--- config.mk ---
export PLATFORM = sky130hd
export DESIGN_NAME = up_down_wrap_monitor
export DESIGN_NICKNAME = d
export VERILOG_FILES = /design/src/rtl/up_down_mon_pkg.sv /design/src/rtl/evt_fifo.sv /design/src/rtl/up_down_wrap_monitor.sv
export SDC_FILE = /design/constraint.sdc
export NUM_CORES = 1
export LEC_CHECK = 0
export ABC_CLOCK_PERIOD_IN_PS = 4100
export CORE_MARGIN = 5
export CORE_UTILIZATION = 30
export DETAILED_ROUTE_END_ITERATION = 10
export PLACE_DENSITY = 0.55
export SLEW_MARGIN = 20
export SYNTH_ARGS = -nofsm -noshare
export SYNTH_HDL_FRONTEND = slang
export SYNTH_SLANG_ARGS = --single-unit
--- constraint.sdc ---
create_clock -name clk -period 4.1 [get_ports clk]
set_clock_uncertainty 0.2 [all_clocks]
set_input_delay 0.82 -clock clk [delete_from_list [all_inputs] [get_ports clk]]
set_output_delay 0.82 -clock clk [all_outputs]
set_load 0.01 [all_outputs]
--- src/rtl/up_down_mon_pkg.sv ---
// Event codes and event-word sizing shared by the wrap monitor and its FIFO.
// Pure definitions: no latency, no flow control.
package up_down_mon_pkg;

  localparam logic [1:0] EVT_NONE    = 2'b00;
  localparam logic [1:0] EVT_WRAP_UP = 2'b01;
  localparam logic [1:0] EVT_WRAP_DN = 2'b10;
  localparam logic [1:0] EVT_DIR_CHG = 2'b11;

  // Event word is {type[1:0], timestamp}.
  function automatic int evt_word_w(input int ts_w);
    return 2 + ts_w;
  endfunction

endpackage

--- src/rtl/evt_fifo.sv ---
// Register-based event FIFO: push visible at the head one cycle later.
// Push while full is refused unless a pop happens on the same edge; pop while empty is ignored.
module evt_fifo #(
  parameter int WIDTH = 10,
  parameter int DEPTH = 4,
  localparam int AW = $clog2(DEPTH),
  localparam int LW = AW + 1
) (
  input  logic             clk,
  input  logic             rst,
  input  logic             push,
  input  logic [WIDTH-1:0] push_data,
  output logic             full,
  input  logic             pop,
  output logic [WIDTH-1:0] pop_data,
  output logic             empty,
  output logic [LW-1:0]    level
);

  logic [WIDTH-1:0] mem_q [DEPTH];
  logic [AW-1:0]    wr_ptr_q, wr_ptr_d;
  logic [AW-1:0]    rd_ptr_q, rd_ptr_d;
  logic [LW-1:0]    level_q, level_d;
  logic             push_ok, pop_ok;

  assign empty    = (level_q == '0);
  assign full     = (level_q == LW'(DEPTH));
  assign pop_ok   = pop && !empty;
  // A pop on the same edge frees the slot the push needs.
  assign push_ok  = push && (!full || pop_ok);
  assign pop_data = mem_q[rd_ptr_q];
  assign level    = level_q;

  always_comb begin
    wr_ptr_d = wr_ptr_q;
    rd_ptr_d = rd_ptr_q;
    level_d  = level_q;
    if (push_ok) wr_ptr_d = wr_ptr_q + AW'(1);
    if (pop_ok)  rd_ptr_d = rd_ptr_q + AW'(1);
    if (push_ok && !pop_ok)      level_d = level_q + LW'(1);
    else if (!push_ok && pop_ok) level_d = level_q - LW'(1);
  end

  always_ff @(posedge clk or negedge rst) begin
    if (!rst) begin
      wr_ptr_q <= '0;
      rd_ptr_q <= '0;
      level_q  <= '0;
      for (int i = 0; i < DEPTH; i++) mem_q[i] <= '0;
    end else begin
      wr_ptr_q <= wr_ptr_d;
      rd_ptr_q <= rd_ptr_d;
      level_q  <= level_d;
      if (push_ok) mem_q[wr_ptr_q] <= push_data;
    end
  end

endmodule

--- src/rtl/up_down_wrap_monitor.sv ---
// Counter monitor: flags wraps/direction changes, time-stamps them into a FIFO (valid next cycle).
// Consumer backpressure via evt_ready; events arriving at a full FIFO are dropped and flagged in ovf.
module up_down_wrap_monitor
  import up_down_mon_pkg::*;
#(
  parameter int W       = 3,
  parameter int TS_W    = 8,
  parameter int DEPTH   = 4,
  parameter int TALLY_W = 8,
  localparam int EW = evt_word_w(TS_W),
  localparam int LW = $clog2(DEPTH) + 1
) (
  input  logic               clk,
  input  logic               rst,
  input  logic               en,
  input  logic [W-1:0]       count_in,
  input  logic               mode_in,
  input  logic               evt_ready,
  input  logic               clr,
  output logic               evt_valid,
  output logic [EW-1:0]      evt_data,
  output logic [LW-1:0]      evt_level,
  output logic [TALLY_W-1:0] wrap_up_n,
  output logic [TALLY_W-1:0] wrap_dn_n,
  output logic               ovf
);

  localparam logic [W-1:0] CNT_MAX = '1;

  logic [TS_W-1:0]    ts_q, ts_d;
  logic [W-1:0]       prev_q, prev_d;
  logic               prev_mode_q, prev_mode_d;
  logic               prev_vld_q, prev_vld_d;
  logic [TALLY_W-1:0] tally_up_q, tally_up_d;
  logic [TALLY_W-1:0] tally_dn_q, tally_dn_d;
  logic               ovf_q, ovf_d;

  logic [1:0]         evt_type;
  logic               evt_push;
  logic               fifo_full, fifo_empty;
  logic               drop;

  // Wraps outrank a direction change seen on the same sample.
  always_comb begin
    evt_type = EVT_NONE;
    if (en && prev_vld_q) begin
      if (prev_q == CNT_MAX && count_in == '0 && mode_in)
        evt_type = EVT_WRAP_UP;
      else if (prev_q == '0 && count_in == CNT_MAX && !mode_in)
        evt_type = EVT_WRAP_DN;
      else if (mode_in != prev_mode_q)
        evt_type = EVT_DIR_CHG;
    end
  end

  assign evt_push = (evt_type != EVT_NONE);
  assign drop     = evt_push && fifo_full && !(evt_valid && evt_ready);

  always_comb begin
    ts_d        = ts_q + TS_W'(1);
    prev_d      = prev_q;
    prev_mode_d = prev_mode_q;
    prev_vld_d  = prev_vld_q;
    tally_up_d  = tally_up_q;
    tally_dn_d  = tally_dn_q;
    ovf_d       = ovf_q;

    if (en) begin
      prev_d      = count_in;
      prev_mode_d = mode_in;
      prev_vld_d  = 1'b1;
    end

    if (clr) begin
      tally_up_d = '0;
      tally_dn_d = '0;
    end else begin
      if (evt_type == EVT_WRAP_UP && tally_up_q != '1) tally_up_d = tally_up_q + TALLY_W'(1);
      if (evt_type == EVT_WRAP_DN && tally_dn_q != '1) tally_dn_d = tally_dn_q + TALLY_W'(1);
    end

    if (drop)     ovf_d = 1'b1;
    else if (clr) ovf_d = 1'b0;
  end

  always_ff @(posedge clk or negedge rst) begin
    if (!rst) begin
      ts_q        <= '0;
      prev_q      <= '0;
      prev_mode_q <= 1'b0;
      prev_vld_q  <= 1'b0;
      tally_up_q  <= '0;
      tally_dn_q  <= '0;
      ovf_q       <= 1'b0;
    end else begin
      ts_q        <= ts_d;
      prev_q      <= prev_d;
      prev_mode_q <= prev_mode_d;
      prev_vld_q  <= prev_vld_d;
      tally_up_q  <= tally_up_d;
      tally_dn_q  <= tally_dn_d;
      ovf_q       <= ovf_d;
    end
  end

  evt_fifo #(
    .WIDTH (EW),
    .DEPTH (DEPTH)
  ) u_evt_fifo (
    .clk       (clk),
    .rst       (rst),
    .push      (evt_push),
    .push_data ({evt_type, ts_q}),
    .full      (fifo_full),
    .pop       (evt_ready),
    .pop_data  (evt_data),
    .empty     (fifo_empty),
    .level     (evt_level)
  );

  assign evt_valid = !fifo_empty;
  assign wrap_up_n = tally_up_q;
  assign wrap_dn_n = tally_dn_q;
  assign ovf       = ovf_q;

endmodule

==> results.json <==
{
  "gp_congestion": 0.717,
  "worst-setup-path-type": "primary input to register",
  "grt_antenna_before_repair": 0,
  "timing_max_transition_violations_final": 0,
  "critical_path.endpoint_type": "register",
  "final_layout_size_suffix_gt1_share_pct": 26.7,
  "yosys_register_bits": 77,
  "drt-pass1-iter-count": 4,
  "grt_setup_unrepaired": "no",
  "finalSetupViolCount": 0,
  "syn_area_per_cell_um2": 13.4,
  "fillCellCount": 1099,
  "detailed_route_wire_length_per_cell_um": 15.7,
  "final.setup.tns_ps": 0,
  "finalWirelength_um": 7220,
  "critPathMaxFanout": 4,
  "vias": 2276,
  "worst_case_clock_buffer_depth": 2,
  "clock_latency_on_the_worst_skew_pair_ps": 330,
  "fp.dieH_um": 119,
  "worstSetupStartpointType": "primary input",
  "place_area_um2": 4140,
  "ys_async_sr_fraction_pct": 100,
  "dp.final_hpwl_um": 4860,
  "cts_tree": "yes",
  "finalPower_w": 0.00268,
  "final_nets": 331,
  "std_cell_rows": 39,
  "start_util_pct": 31.0,
  "cts_made_buffers": 9,
  "worst_slack_ps": 658,
  "worst-endpoint-required_ps": 4150,
  "post_synth_inst_count": 267,
  "post_cts_buffers": 0,
  "post-synth-top-area-fraction_pct": 53.8,
  "dr.first_iter.drc_count": 93,
  "top_level_ports": 40,
  "grt_start_max_net_pins": 78,
  "reg2reg_slack_ps": 1270,
  "timing.critical_path.arrival_ps": 3490,
  "cells_along_the_critical_path": "clkdlybuf4s50_1 -> or4_4 -> o21ba_2 -> a211oi_4 -> ha_1 -> inv_1 -> fa_1 -> xor2_1 -> nor2_1 -> xor2_1",
  "max_clock_freq_mhz": 291,
  "netlist.top_cell.by_area": "sky130_fd_sc_hd__dfrtp_1",
  "status": "complete, no violations",
  "postCtsResizedCells": 0,
  "yosysWarningCount": 0,
  "fp.coreArea_um2": 11600,
  "critical_path_buf_inv_count": 2,
  "flow.area_growth_from_synthesis_pct": 23.9,
  "numPortBuffers": 39,
  "crit_path_top_delay_cell": "sky130_fd_sc_hd__or4_4",
  "clk_pin_slew_worst_paths_ps": 60,
  "slew-limit-headroom_pct": 46.9,
  "stdcell_area_um2": 4440,
  "drc": 0,
  "synth_edf_count": 0,
  "die-area_um2": 14200,
  "synth.cell_area_um2": 3580,
  "crit_top_cell": "sky130_fd_sc_hd__xor2_1",
  "synthesis.nets": 285,
  "timing.final.hold_violations": 0,
  "min-delay-path-class": "register to register",
  "timing_worst_slew_pin_value_ps": 786,
  "globalRouteOverflowTotal": 0,
  "cts_root_buf": "sky130_fd_sc_hd__clkbuf_16",
  "antennaDiodeCount": 0,
  "post_drt_via_cell_ratio": 4.94,
  "final_min_period_over_clock_period_pct": 84.0,
  "place_worst_setup_slack_ps": 340,
  "htreeDepth": 3,
  "power.ir.vdd_worst_uv": 236,
  "synth_area_leaders": "sky130_fd_sc_hd__dfrtp_1 54%, sky130_fd_sc_hd__mux2_2 15%, sky130_fd_sc_hd__mux4_2 6.3%",
  "power.leakage_nw": 1.86,
  "timing.critical_path.slowest_cell_delay_ps": 570,
  "clkSinkCount": 77,
  "die_w_um": 119,
  "netlist-cell-type-count": 36,
  "detail-route-antenna-nets": 0,
  "grt_first_pass_wirelength_um": 12600,
  "final_critical_path_required_period_ps": 3440,
  "track_usage_pct": 10.8,
  "ctsHoldBuffers": 0,
  "power.density_nw_per_um2": 604,
  "synth_sequential_area_ratio_pct": 53.8,
  "critPathTopFamily": "simple AND/OR/NAND/NOR gates",
  "yosys_most_used_dff": "sky130_fd_sc_hd__dfrtp_1",
  "grt_pass1_vias": 2393,
  "cap_violations": 0
}
registers in the layout, summed over array words and instances (netlist names), 2 cells and up:
signal,flops
prev_q,3
ts_q,8
u_evt_fifo.level,3
u_evt_fifo.mem_q,40
u_evt_fifo.rd_ptr_q,2
u_evt_fifo.wr_ptr_q,2
wrap_dn_n,8
wrap_up_n,8
power breakdown:
group          internal, W  total (W)  switching (W)
logic             0.000504   0.000793       0.000289
clock network     0.000425   0.000761       0.000337
registers         0.000952    0.00113       0.000174
total              0.00188    0.00268       0.000799
cell families after synthesis:
group | count (synthesis) | synth area share, %
flip-flops | 77 | 53.8
multiplexers | 58 | 21.4
XOR/XNOR | 18 | 4.40
AND/OR/NAND/NOR | 69 | 11.5
AO/OA/AOI/OAI | 23 | 4.19
buffers and inverters | 13 | 1.36
adder cells (fa/ha/maj) | 9 | 3.36
worst reg2reg max path: cells and delay by family (launching register included):
family | cells | cell delay, ps
flip-flops | 1 | 400
buffers and inverters | 1 | 60
XOR/XNOR | 2 | 300
adder cells (fa/ha/maj) | 2 | 600
AO/OA/AOI/OAI | 2 | 530
AND/OR/NAND/NOR | 2 | 670
placed cells by master (no fill, tap or decap), types with 2 or more instances in the layout:
cell / instances
sky130_fd_sc_hd__o21ai_0: 7
sky130_fd_sc_hd__inv_8: 2
sky130_fd_sc_hd__or3_1: 3
sky130_fd_sc_hd__mux4_2: 10
sky130_fd_sc_hd__nor3_1: 2
sky130_fd_sc_hd__and4_1: 3
sky130_fd_sc_hd__nand2_4: 3
sky130_fd_sc_hd__clkbuf_16: 9
sky130_fd_sc_hd__o31ai_1: 5
sky130_fd_sc_hd__a21oi_1: 8
sky130_fd_sc_hd__nor2b_1: 4
sky130_fd_sc_hd__clkinvlp_4: 2
sky130_fd_sc_hd__buf_4: 3
sky130_fd_sc_hd__nor2_1: 8
sky130_fd_sc_hd__nand2b_1: 2
sky130_fd_sc_hd__xor2_1: 9
sky130_fd_sc_hd__nand2_1: 10
sky130_fd_sc_hd__inv_6: 3
sky130_fd_sc_hd__xnor2_1: 9
sky130_fd_sc_hd__nand4_1: 8
sky130_fd_sc_hd__ha_1: 8
sky130_fd_sc_hd__or4_1: 6
sky130_fd_sc_hd__mux2_2: 47
sky130_fd_sc_hd__nor4_1: 3
sky130_fd_sc_hd__clkdlybuf4s50_1: 38
sky130_fd_sc_hd__inv_1: 6
sky130_fd_sc_hd__nand3_1: 10
sky130_fd_sc_hd__dfrtp_1: 77
metrics by stage:
step                      instances  hold slack, ps  util, %
after detailed placement        445             252     35.8
final                           461             271     38.4
after global routing            461             309     38.4
after floorplan                 267             239        -
after global placement          445             258     35.8
after CTS                       461             268     38.3
cell usage after synthesis (all sizes together), types with 2 or more instances:
master and number:
a21oi 8, and4 3, clkbuf 6, dfrtp 77
ha 8, inv 6, mux2 47, mux4 10
nand2 14, nand2b 2, nand3 10, nand4 8
nor2 8, nor2b 4, nor3 2, nor4 3
o21ai 7, o31ai 5, or3 3, or4 7
xnor2 9, xor2 9
path summary, 6_finish.rpt:
| kind | from | to | cells past startpoint |
|---|---|---|---|
| max | mode_in | u_evt_fifo.level[2] | 10 |
| min | prev_vld_q | prev_vld_q | 1 |
| max reg2reg | prev_q[1] | u_evt_fifo.level[2] | 9 |
| min reg2reg | prev_vld_q | prev_vld_q | 1 |
| max in group asynchronous | rst | u_evt_fifo.mem_q[2] | 1 |
| min in group asynchronous | rst | wrap_up_n[1] | 1 |
layout make-up:
cell class / instances / area [um2] / area share, %
clock buffers: 9 / 225 / 5.08
multi-input cells: 177 / 1600 / 36.2
repair buffers: 42 / 414 / 9.34
clock inverters: 7 / 63.8 / 1.44
flip-flops and latches: 77 / 1930 / 43.4
well taps: 143 / 179 / 4.03
inverters: 6 / 22.5 / 0.508
layer usage:
| layer | routed length, um | up-vias | global-route usage, % |
|---|---|---|---|
| met5 | 0 | - | 0 |
| li1 | - | 1084 | - |
| met3 | 161 | 5 | 2.42 |
| met2 | 3480 | 25 | 17.0 |
| met4 | 78 | 0 | 3.48 |
| met1 | 3490 | 1162 | 15.0 |
Note: power is estimated with default switching activity, not from simulation.
